===== src/rtl/uart_prog_loader_pkg.sv =====
// Shared definitions for the UART program loader:
// FSM encoding, handshake byte values and frame field widths.
package uart_prog_loader_pkg;

    localparam int CNT_W = 16;

    localparam logic [7:0] ACK = 8'h06;
    localparam logic [7:0] NAK = 8'h15;

    typedef enum logic [2:0] {
        WAIT_CNT,
        LOAD,
        CHECK,
        DONE,
        RUN,
        ERR
    } state_t;

endpackage


===== src/rtl/uart_prog_loader_timeout.sv =====
// Loadable inter-byte down-counter; expired stays high once the
// armed count has run out, until the next load or clear.
module loader_timeout #(
    parameter int CYCLES = 100000
) (
    input  logic CLK,
    input  logic RESET,
    input  logic clear,
    input  logic load,
    output logic expired
);

    localparam int W = $clog2(CYCLES + 1);

    logic [W-1:0] cnt;
    logic         armed;

    always_ff @(posedge CLK) begin
        if (RESET || clear) begin
            cnt   <= '0;
            armed <= 1'b0;
        end else if (load) begin
            cnt   <= W'(CYCLES - 1);
            armed <= 1'b1;
        end else if (armed && cnt != '0) begin
            cnt <= cnt - 1'b1;
        end
    end

    assign expired = armed && (cnt == '0);

endmodule


===== src/rtl/uart_prog_loader.sv =====
// Receives a counted, checksummed program image over UART bytes,
// writes it to instruction memory, then releases the CPU on start.
module uart_prog_loader
    import uart_prog_loader_pkg::*;
#(
    parameter int DATA_W      = 16,
    parameter int ADDR_W      = 8,
    parameter int CHECKSUM_EN = 1,
    parameter int TIMEOUT_CYC = 100000
) (
    input  logic              CLK,
    input  logic              RESET,
    input  logic [7:0]        rx_byte,
    input  logic              rx_valid,
    input  logic              restart,
    input  logic              start,
    input  logic              tx_ready,
    output logic              mem_we,
    output logic [ADDR_W-1:0] mem_addr,
    output logic [DATA_W-1:0] mem_wdata,
    output logic [7:0]        tx_byte,
    output logic              tx_valid,
    output logic              cpu_rst,
    output logic              cpu_run_enable,
    output logic              loading,
    output logic              load_err
);

    localparam int NB = DATA_W / 8;
    localparam int BW = (NB > 1) ? $clog2(NB) : 1;
    localparam logic [31:0] DEPTH = 32'd1 << ADDR_W;

    state_t            state, nxt;
    logic              have_lo;
    logic [7:0]        count_lo;
    logic [CNT_W-1:0]  count, word_cnt, cnt_full;
    logic [BW-1:0]     byte_idx;
    logic [DATA_W-1:0] word, word_nxt;
    logic [7:0]        csum;
    logic              busy, take, tmo, last_byte, last_word;

    assign busy      = (state == WAIT_CNT) || (state == LOAD) || (state == CHECK);
    assign take      = rx_valid && !restart && busy;
    assign cnt_full  = {rx_byte, count_lo};
    assign last_byte = (byte_idx == BW'(NB - 1));
    assign last_word = ((word_cnt + 1'b1) == count);

    loader_timeout #(.CYCLES(TIMEOUT_CYC)) u_timeout (
        .CLK     (CLK),
        .RESET   (RESET),
        .clear   (restart),
        .load    (take),
        .expired (tmo)
    );

    always_comb begin
        word_nxt = word;
        word_nxt[8*byte_idx +: 8] = rx_byte;
    end

    always_comb begin
        nxt = state;
        if (restart) begin
            nxt = WAIT_CNT;
        end else begin
            unique case (state)
                WAIT_CNT:
                    if (rx_valid) begin
                        if (have_lo) begin
                            if (cnt_full == '0)
                                nxt = DONE;
                            else if ({16'd0, cnt_full} > DEPTH)
                                nxt = ERR;
                            else
                                nxt = LOAD;
                        end
                    end else if (tmo) begin
                        nxt = ERR;
                    end
                LOAD:
                    if (rx_valid) begin
                        if (last_byte && last_word)
                            nxt = (CHECKSUM_EN != 0) ? CHECK : DONE;
                    end else if (tmo) begin
                        nxt = ERR;
                    end
                CHECK:
                    if (rx_valid)
                        nxt = (rx_byte == csum) ? DONE : ERR;
                    else if (tmo)
                        nxt = ERR;
                DONE:
                    if (start) nxt = RUN;
                default: ;
            endcase
        end
    end

    always_ff @(posedge CLK) begin
        if (RESET) begin
            state          <= WAIT_CNT;
            have_lo        <= 1'b0;
            count_lo       <= '0;
            count          <= '0;
            word_cnt       <= '0;
            byte_idx       <= '0;
            word           <= '0;
            csum           <= '0;
            mem_we         <= 1'b0;
            mem_addr       <= '0;
            mem_wdata      <= '0;
            tx_byte        <= '0;
            tx_valid       <= 1'b0;
            cpu_rst        <= 1'b1;
            cpu_run_enable <= 1'b0;
            loading        <= 1'b1;
            load_err       <= 1'b0;
        end else begin
            state          <= nxt;
            cpu_rst        <= !(nxt == DONE || nxt == RUN);
            loading        <= !(nxt == DONE || nxt == RUN);
            cpu_run_enable <= (nxt == RUN);
            load_err       <= (nxt == ERR);
            mem_we         <= 1'b0;
            if (tx_valid && tx_ready)
                tx_valid <= 1'b0;
            if (restart) begin
                have_lo  <= 1'b0;
                word_cnt <= '0;
                byte_idx <= '0;
                csum     <= '0;
                tx_valid <= 1'b0;
            end else begin
                if (nxt != state && nxt == DONE) begin
                    tx_byte  <= ACK;
                    tx_valid <= 1'b1;
                end
                if (nxt != state && nxt == ERR) begin
                    tx_byte  <= NAK;
                    tx_valid <= 1'b1;
                end
                if (rx_valid) begin
                    unique case (state)
                        WAIT_CNT:
                            if (!have_lo) begin
                                count_lo <= rx_byte;
                                have_lo  <= 1'b1;
                            end else begin
                                count   <= cnt_full;
                                have_lo <= 1'b0;
                            end
                        LOAD: begin
                            csum <= csum + rx_byte;
                            word <= word_nxt;
                            if (last_byte) begin
                                byte_idx  <= '0;
                                word_cnt  <= word_cnt + 1'b1;
                                mem_we    <= 1'b1;
                                mem_addr  <= word_cnt[ADDR_W-1:0];
                                mem_wdata <= word_nxt;
                            end else begin
                                byte_idx <= byte_idx + 1'b1;
                            end
                        end
                        default: ;
                    endcase
                end
            end
        end
    end

endmodule


===== config.mk =====
export PLATFORM = sky130hd
export DESIGN_NAME = uart_prog_loader
export DESIGN_NICKNAME = d
export VERILOG_FILES = /design/src/rtl/uart_prog_loader_pkg.sv /design/src/rtl/uart_prog_loader_timeout.sv /design/src/rtl/uart_prog_loader.sv
export SDC_FILE = /design/constraint.sdc
export NUM_CORES = 1
export LEC_CHECK = 0
export ABC_CLOCK_PERIOD_IN_PS = 2800
export CAP_MARGIN = 0
export CORE_AREA = 2 2 103 105
export CTS_CLUSTER_SIZE = 14
export DETAILED_ROUTE_END_ITERATION = 10
export DIE_AREA = 0 0 105 107
export GPL_TIMING_DRIVEN = 0
export HOLD_SLACK_MARGIN = 0.06
export PLACE_DENSITY = 0.79
export SLEW_MARGIN = 15
export SYNTH_ARGS = -nofsm -noshare
export SYNTH_HDL_FRONTEND = slang
export SYNTH_HIERARCHICAL = 1
export SYNTH_SLANG_ARGS = --single-unit

===== constraint.sdc =====
create_clock -name CLK -period 2.8 [get_ports CLK]
set_input_delay 0.28 -clock CLK [delete_from_list [all_inputs] [get_ports CLK]]
set_output_delay 0.28 -clock CLK [all_outputs]
set_load 0.05 [all_outputs]

==> Implementation_results.wiki, run 1 <==
{| class="wikitable"
! Metric !! Value
|-
| Hold Startpoint || mem_wdata[2]
|-
| FF+latch count, synth || approximately 110
|-
| DRC viols || 0
|-
| Worst clock skew on the final layout || approximately 7.0 ps
|-
| P_leak || approximately 2.3 nW
|-
| Total I/O pin count || 52
|-
| Share of cells above drive strength 1 || 0.0811
|-
| Buffer depth of the longest clock path || 2
|-
| Pre-CTS setup slack || -364 ps
|-
| WL final || between 10000 and 15000 um
|-
| Inst Count DP || around 840
|-
| Initial antenna violation count || 0
|-
| Most prevalent standard cell on the critical path || sky130_fd_sc_hd__nor2_1
|-
| CP max FO || 7
|-
| Largest net degree at the start of global routing || 18
|-
| Total clock buffers created by CTS || 9
|-
| Total of max-cap violations || 0
|-
| Die Width || about 110 um
|-
| Final critical path time including I/O delays and setup || approximately 2600 ps
|-
| Worst setup EP type || flip-flop
|-
| Number of antenna-violating nets in the routed design || 0
|-
| Detailed router's first-iteration violation count || about 320
|-
| Kind of start point of the critical path || flip-flop
|-
| FF+latch area || 2220 um^2
|-
| Vias in the first global route || 4718
|-
| Power density over the cells || around 480 nW/um^2
|-
| Number of diodes || 0
|-
| Clk root buf || sky130_fd_sc_hd__clkbuf_8
|-
| Actual transition at the worst max-transition pin || between 700 and 800 ps
|-
| Buffers & Inverters on Critical Path || 0
|-
| Series of cell instances along the critical path || or4_4, nor4_4, nand4_1, nor2_1, nor2_1, a311o_1, a211oi_2, o21ai_1, a21oi_1, and2_1
|-
| Delay contributed by the slowest stage of the critical path || slightly below 600 ps
|-
| Floorplan core area || 10100 um^2
|-
| Row Count || 37
|-
| Maximum clock rate || 0.388 GHz
|-
| Crit path from || u_timeout/cnt[10]
|-
| Vias per cell || between 5 and 6
|-
| Height of the die || about 110 um
|-
| Post-CTS repair timing setup buffer count || 0
|-
| Cells after synthesis || roughly 650
|-
| Wire length per cell || 15.7 um
|-
| Worst-skew pair later-pin latency || ~380 ps
|-
| Max Transition Viols Final || 0
|-
| WS Path Type || reg -> reg
|-
| Count of placed standard cells in the final layout, fillers left out || roughly 850
|-
| Number of fill cells in the layout || roughly 890
|-
| Worst hold path type || reg -> reg
|-
| Sequential area share after synthesis || 0.405
|-
| Routability cong. || around 0.89
|-
| Final period util || 0.920
|-
| Async SR Flop Fraction || 0
|-
| TritonCTS clock tree || done
|-
| Mapped cell area || ~5500 um^2
|-
| Sinks on Clock Net || 111
|-
| RSZ-0062 raised after global routing || false
|-
| Pre-antenna DRT Iters || 5
|-
| Port-buffer cells || 47
|-
| HPWL Detailed || ~9900 um
|-
| Max stage delay cell, worst path || sky130_fd_sc_hd__or4_4
|-
| H-tree depth || 3
|-
| Peak supply drop || just over 0.0004 V
|-
| Worst-case headroom to the max-slew limit || 0.476
|-
| Count of vias placed by the detailed router || 4869
|-
| Global-route wire length before repair || around 22000 um
|-
| Critical path arrival || 2910 ps
|-
| Required time of the critical path || 3130 ps
|-
| Synth cell types || 69
|-
| Number of setup violations in the final report || 0
|-
| Area of the die || 11200 um^2
|-
| Count of flip-flops with a built-in enable after synthesis || 0
|-
| CTS clk-pin slew, worst paths || ~100 ps
|-
| Nets || approximately 730
|-
| Syn Area/Cell || between 8 and 9 um^2
|-
| Count of yosys warnings during synthesis || 6
|-
| Reg2reg start || u_timeout/cnt[10]
|-
| Initial Utilization || 0.544
|-
| Total global routing overflow || 0
|-
| Most used flip-flop cell after synthesis || sky130_fd_sc_hd__dfxtp_1
|-
| Overall global routing resource usage || 0.245
|-
| Combined area of the multi-input logic cells || just over 3000 um^2
|-
| Worst Slack Setup Final || ~220 ps
|-
| Cell family with most CP delay || simple AND/OR/NAND/NOR gates
|-
| Outcome || completed
|-
| Relative area change from synthesis to final layout || 16.6%
|-
| Total count of hold-check failures in the final report || 0
|}
metrics by stage:
step                      power [mW]  instance area (um^2)   util  TNS, ps  hold slack (ps)
after floorplan                 1.87                  5500      -        0              352
after global placement          1.96                  6140  0.609    -1420              443
after detailed placement        1.97                  6140  0.609    -2070              449
after CTS                       3.05                  6370  0.632        0              462
after global routing            3.14                  6400  0.634        0              486
final                           3.04                  6400  0.634        0              461
power by group:
group          switching, mW  internal [mW]
clock network          0.544          0.553
registers             0.0211           1.60
logic                  0.201          0.120
logic make-up after synthesis:
family / count (synthesis) / synth area share
simple gates: 269 / 0.253
compound gates: 120 / 0.138
flops: 111 / 0.405
buf+inv: 62 / 0.0513
xor+xnor: 45 / 0.0718
mux: 31 / 0.0567
fa+ha+maj: 10 / 0.0242
other cells: 1 / 0.000683
synth_stat cells, drive strengths merged, types with 17 or more instances:
cell    instances  area share
clkbuf         27       0.019
nor4           21       0.028
xnor2          32       0.051
o21ai          19       0.018
a21oi          56       0.051
buf            18       0.021
nand2          83       0.057
dfxtp         111        0.40
mux2i          30       0.055
inv            17       0.012
nor3           17       0.015
nor2           65       0.044
cells in the final DEF (no fill, tap or decap), types with 8 or more instances in the layout:
cell / n
sky130_fd_sc_hd__ha_1: 9
sky130_fd_sc_hd__nand3_1: 15
sky130_fd_sc_hd__nand4_1: 8
sky130_fd_sc_hd__nor3_1: 17
sky130_fd_sc_hd__or3_1: 15
sky130_fd_sc_hd__xor2_1: 13
sky130_fd_sc_hd__mux2i_1: 30
sky130_fd_sc_hd__nand2_1: 82
sky130_fd_sc_hd__o21ai_0: 14
sky130_fd_sc_hd__dfxtp_1: 111
sky130_fd_sc_hd__buf_4: 8
sky130_fd_sc_hd__nor2_1: 65
sky130_fd_sc_hd__clkbuf_1: 26
sky130_fd_sc_hd__clkdlybuf4s50_1: 47
sky130_fd_sc_hd__clkbuf_8: 11
sky130_fd_sc_hd__buf_2: 9
sky130_fd_sc_hd__nor4_1: 15
sky130_fd_sc_hd__xnor2_1: 32
sky130_fd_sc_hd__inv_1: 17
sky130_fd_sc_hd__a21oi_1: 56
flip-flops by register name, summed over array words and instances, names as in the netlist:
signal / flops
mem_wdata: 16
tx_valid: 1
have_lo: 1
state: 3
u_timeout/armed: 1
word_cnt: 16
byte_idx: 1
u_timeout/cnt: 17
word: 8
mem_we: 1
count_lo: 8
tx_byte: 3
cpu_run_enable: 1
load_err: 1
loading: 1
csum: 8
count: 16
mem_addr: 8
per-layer routing:
| metal | GRT usage | vias to the layer above | share of wire |
|---|---|---|---|
| met1 | 0.290 | 2336 | 0.43 |
| li1 | - | 2378 | - |
| met4 | 0.0771 | 0 | 0.012 |
| met3 | 0.0559 | 18 | 0.051 |
| met2 | 0.438 | 137 | 0.51 |
| met5 | 0 | - | 0 |
path summary, 6_finish.rpt:
check / cells after the start / endpoint / slack [ps]
setup / recovery: 10 / tx_byte[0] / 220
hold / removal: 2 / mem_wdata[2] / 460
setup reg to reg: 10 / tx_byte[0] / 220
hold reg to reg: 2 / mem_wdata[2] / 460
area by class of cell:
| cell class | instances | share of cell area |
|---|---|---|
| inverters | 17 | 0.00997 |
| plain buffers | 45 | 0.0340 |
| repair buffers | 47 | 0.0735 |
| clock inverters | 5 | 0.0123 |
| clock buffers | 11 | 0.0237 |
| flip-flops and latches | 111 | 0.347 |
| well taps | 136 | 0.0266 |
| multi-input cells | 479 | 0.473 |
worst reg2reg max path, stage by stage (launching register included):
cell                       delay [ps]
sky130_fd_sc_hd__dfxtp_1          380
sky130_fd_sc_hd__or4_4            580
sky130_fd_sc_hd__nor4_4           170
sky130_fd_sc_hd__nand4_1          140
sky130_fd_sc_hd__nor2_1           130
sky130_fd_sc_hd__nor2_1            80
sky130_fd_sc_hd__a311o_1          340
sky130_fd_sc_hd__a211oi_2         260
sky130_fd_sc_hd__o21ai_1          180
sky130_fd_sc_hd__a21oi_1          160
sky130_fd_sc_hd__and2_1           130
timing repair:
item,4_1_cts,5_1_grt
hold buffers,0,0
endpoints found under the hold margin,0,0
gates resized for setup,1,7
endpoints found under the setup margin,1,8
cloned,0,0
Power figures use the tool's default switching activity.
==> inputs of run 2 (changes only) <==
--- a/config.mk
+++ b/config.mk
@@ -7,13 +7,15 @@
 export LEC_CHECK = 0
 export ABC_CLOCK_PERIOD_IN_PS = 2800
 export CAP_MARGIN = 0
-export CORE_AREA = 2 2 103 105
-export CTS_CLUSTER_SIZE = 14
+export CELL_PAD_IN_SITES_DETAIL_PLACEMENT = 2
+export CELL_PAD_IN_SITES_GLOBAL_PLACEMENT = 2
+export CORE_AREA = 2 2 129 131
+export CTS_CLUSTER_SIZE = 12
 export DETAILED_ROUTE_END_ITERATION = 10
-export DIE_AREA = 0 0 105 107
+export DIE_AREA = 0 0 131 133
 export GPL_TIMING_DRIVEN = 0
 export HOLD_SLACK_MARGIN = 0.06
-export PLACE_DENSITY = 0.79
+export PLACE_DENSITY_LB_ADDON = 0.1
 export SLEW_MARGIN = 15
 export SYNTH_ARGS = -nofsm -noshare
 export SYNTH_HDL_FRONTEND = slang
==> run 2 against run 1 <==
  * Largest cell class unchanged
  * Wire length rose by 30%
  * Global-route usage fell by 3.2 points
  * Critical path type is now in -> reg
  * Sequential power barely moved
  * Worst setup slack got worse by 72 ps
  * Count of clock-buffer cells in the layout fell by 2
  * Clock skew barely moved
==> Implementation_results.wiki, run 2 (synthesis results as in run 1) <==
{| class="wikitable"
! Metric !! Value
|-
| Outcome || completed
|-
| Total of max-cap violations || 0
|-
| Actual transition at the worst max-transition pin || 797 ps
|-
| Power after layout || between 3 and 4 mW
|-
| Routed length on met3 || 277 um
|-
| Most common cell after layout, fill and taps aside || sky130_fd_sc_hd__dfxtp_1
|-
| Count of placed standard cells in the final layout, fillers left out || around 940
|-
| Power density over the cells || roughly 500 nW/um^2
|-
| Port-buffer cells || 47
|-
| Vias in the first global route || 5435
|-
| P_leak || approximately 2.4 nW
|-
| Fin Setup TNS || 0 ps
|-
| Max Transition Viols Final || 0
|-
| Final cell area excluding filler cells || ~6600 um^2
|-
| WS Path Type || in -> reg
|-
| Slack of the worst reg-to-reg path || roughly 180 ps
|-
| Worst Slack Setup Final || roughly 150 ps
|-
| Area of the die || about 17000 um^2
|-
| Count of vias placed by the detailed router || between 4000 and 5000
|-
| Number of fill cells in the layout || approximately 1800
|-
| Relative area change from synthesis to final layout || 20.8%
|-
| Number of antenna-violating nets in the routed design || 0
|-
| Largest net degree at the start of global routing || 20
|-
| Series of cell instances along the critical path || clkdlybuf4s50_1, ha_1, nor4_2, nand3_1, nand2_1, a311o_1, nand2_1, nor4_1, nand3_1, a31oi_1
|-
| Max stage delay cell, worst path || sky130_fd_sc_hd__clkdlybuf4s50_1
|-
| Top reg by flops || u_timeout/cnt
|-
| Final period util || 0.946
|-
| CTS clk-pin slew, worst paths || 80 ps
|-
| Total count of hold-check failures in the final report || 0
|-
| Overall global routing resource usage || 0.213
|-
| Kind of start point of the critical path || input pin
|-
| Top layer in use || met4
|-
| Worst-skew pair later-pin latency || approximately 360 ps
|-
| Share of cells above drive strength 1 || 0.0978
|-
| Buffer depth of the longest clock path || 2
|-
| Clk root buf || sky130_fd_sc_hd__clkbuf_16
|-
| Metal1 wirelength || roughly 7900 um
|-
| Buffers & Inverters on Critical Path || 1
|-
| Sinks on Clock Net || 111
|-
| Cell family with most CP delay || simple AND/OR/NAND/NOR gates
|-
| RR Endpoint || tx_byte[0]
|-
| Placement-stage cell area || between 6000 and 7000 um^2
|-
| Worst hold path type || in -> reg
|-
| Count of cell instances traversed by the critical path || 10
|-
| Maximum clock rate || 0.378 GHz
|-
| Logic depth of the worst register-to-register path || 9
|-
| TritonCTS clock tree || done
|-
| Die Width || roughly 130 um
|-
| WL final || 17400 um
|-
| Row Count || 47
|-
| Global-route wire length before repair || 28700 um
|-
| Vias per cell || around 5.2
|-
| Initial Utilization || 0.340
|-
| Routability cong. || approximately 0.77
|-
| Initial antenna violation count || 0
|-
| CP max FO || 6
|-
| Delay contributed by the slowest stage of the critical path || between 600 and 700 ps
|-
| DRC viols || 0
|-
| Total clock buffers created by CTS || 9
|-
| Reg2reg start || word_cnt[1]
|-
| Final critical path time including I/O delays and setup || 2650 ps
|-
| Total global routing overflow || 0
|-
| Final core occ || 0.410
|-
| Max FFs per register || 17
|-
| Worst setup EP type || flip-flop
|-
| Worst clock skew on the final layout || 7.39 ps
|-
| Crit path from || rx_byte[2]
|-
| Quantity of hold-fixing buffers added after cts || 0
|-
| Critical path arrival || about 2900 ps
|-
| Inst Count DP || 919
|-
| Commonest cells after routing, fill and taps aside || sky130_fd_sc_hd__dfxtp_1 (109), sky130_fd_sc_hd__nand2_1 (82), sky130_fd_sc_hd__nor2_1 (64)
|-
| Wire length per cell || between 15 and 20 um
|-
| Capture point of the critical path || tx_byte[2]
|-
| Height of the die || around 130 um
|-
| HPWL Detailed || 13100 um
|-
| Number of setup violations in the final report || 0
|-
| Pre-CTS setup slack || -569 ps
|-
| Number of diodes || 0
|-
| Pre-antenna DRT Iters || 4
|-
| H-tree depth || 3
|-
| Detailed router's first-iteration violation count || between 100 and 150
|-
| Peak supply drop || 0.000317 V
|-
| Required time of the critical path || 3090 ps
|-
| Floorplan core area || 16200 um^2
|-
| Hold Startpoint || rx_byte[0]
|-
| Final hold slack || between 400 and 500 ps
|-
| Nets || 735
|-
| Total I/O pin count || between 50 and 60
|-
| Worst-case headroom to the max-slew limit || 0.464
|-
| Amount of wire on met2 after detailed routing || 9060 um
|}
[run 2: cell count changes in the layout (fill, tap and decap cells not counted), sizes merged]
cell and change:
bufinv -1, clkbuf -1, clkdlybuf4s50 -1, clkinv -1, clkinvlp +2, dlymetal6s2s +1
inv +2
[run 2: area by class of cell]
| type | count | area, um^2 | share of cell area |
|---|---|---|---|
| Clock buffer | 9 | 225 | 0.0340 |
| Clock inverter | 7 | 78.8 | 0.0119 |
| Sequential cell | 111 | 2220 | 0.335 |
| Timing Repair Buffer | 48 | 480 | 0.0725 |
| Multi-Input combinational cell | 479 | 3060 | 0.462 |
| Inverter | 17 | 63.8 | 0.00962 |
| Buffer | 45 | 223 | 0.0336 |
| Tap cell | 220 | 275 | 0.0415 |
[run 2: metal layers]
layer	vias up	global-route usage
li1	2374	-
met1	2474	0.261
met2	21	0.385
met3	14	0.0360
met4	0	0.0485
met5	-	0
[run 2: worst register-to-register path, stage by stage (launching register included)]
cell	delay, ps
sky130_fd_sc_hd__dfxtp_1	430
sky130_fd_sc_hd__ha_1	250
sky130_fd_sc_hd__nand3_1	200
sky130_fd_sc_hd__nor3_1	360
sky130_fd_sc_hd__o21ai_1	140
sky130_fd_sc_hd__o21a_1	160
sky130_fd_sc_hd__nor4_1	320
sky130_fd_sc_hd__a41o_2	330
sky130_fd_sc_hd__nand4_1	150
sky130_fd_sc_hd__and2_1	180
[run 2: power by group]
| part | total, mW | internal, mW | switching (mW) |
|---|---|---|---|
| Combinational | 0.341 | 0.125 | 0.216 |
| Sequential | 1.62 | 1.60 | 0.0217 |
| Clock | 1.37 | 0.707 | 0.665 |
[run 2: worst min-delay path by stage]
| stage | slack (ps) | depth (start not counted) | to |
|---|---|---|---|
| 6_report | 420 | 3 | mem_wdata[8] |
| 5_1_grt | 470 | 3 | mem_wdata[8] |
| 4_1_cts | 460 | 2 | mem_wdata[1] |
| 3_5_place_dp | 450 | 2 | mem_wdata[1] |
| 3_3_place_gp | 440 | 2 | csum[4] |
| 2_1_floorplan | 350 | 1 | u_timeout/cnt[10] |
[run 2: what timing repair did]
item,in CTS,in global routing
setup endpoints to repair,7,15
buffers inserted,0,1
gates resized for setup,5,19
==> inputs of run 3 (changes only) <==
--- a/config.mk
+++ b/config.mk
@@ -14,7 +14,7 @@
 export DETAILED_ROUTE_END_ITERATION = 10
 export DIE_AREA = 0 0 131 133
 export GPL_TIMING_DRIVEN = 0
-export HOLD_SLACK_MARGIN = 0.06
+export HOLD_SLACK_MARGIN = 0.08
 export PLACE_DENSITY_LB_ADDON = 0.1
 export SLEW_MARGIN = 15
 export SYNTH_ARGS = -nofsm -noshare
==> results of run 3 <==
Same layout as run 2: the final DEF is identical, and so are final timing and power.
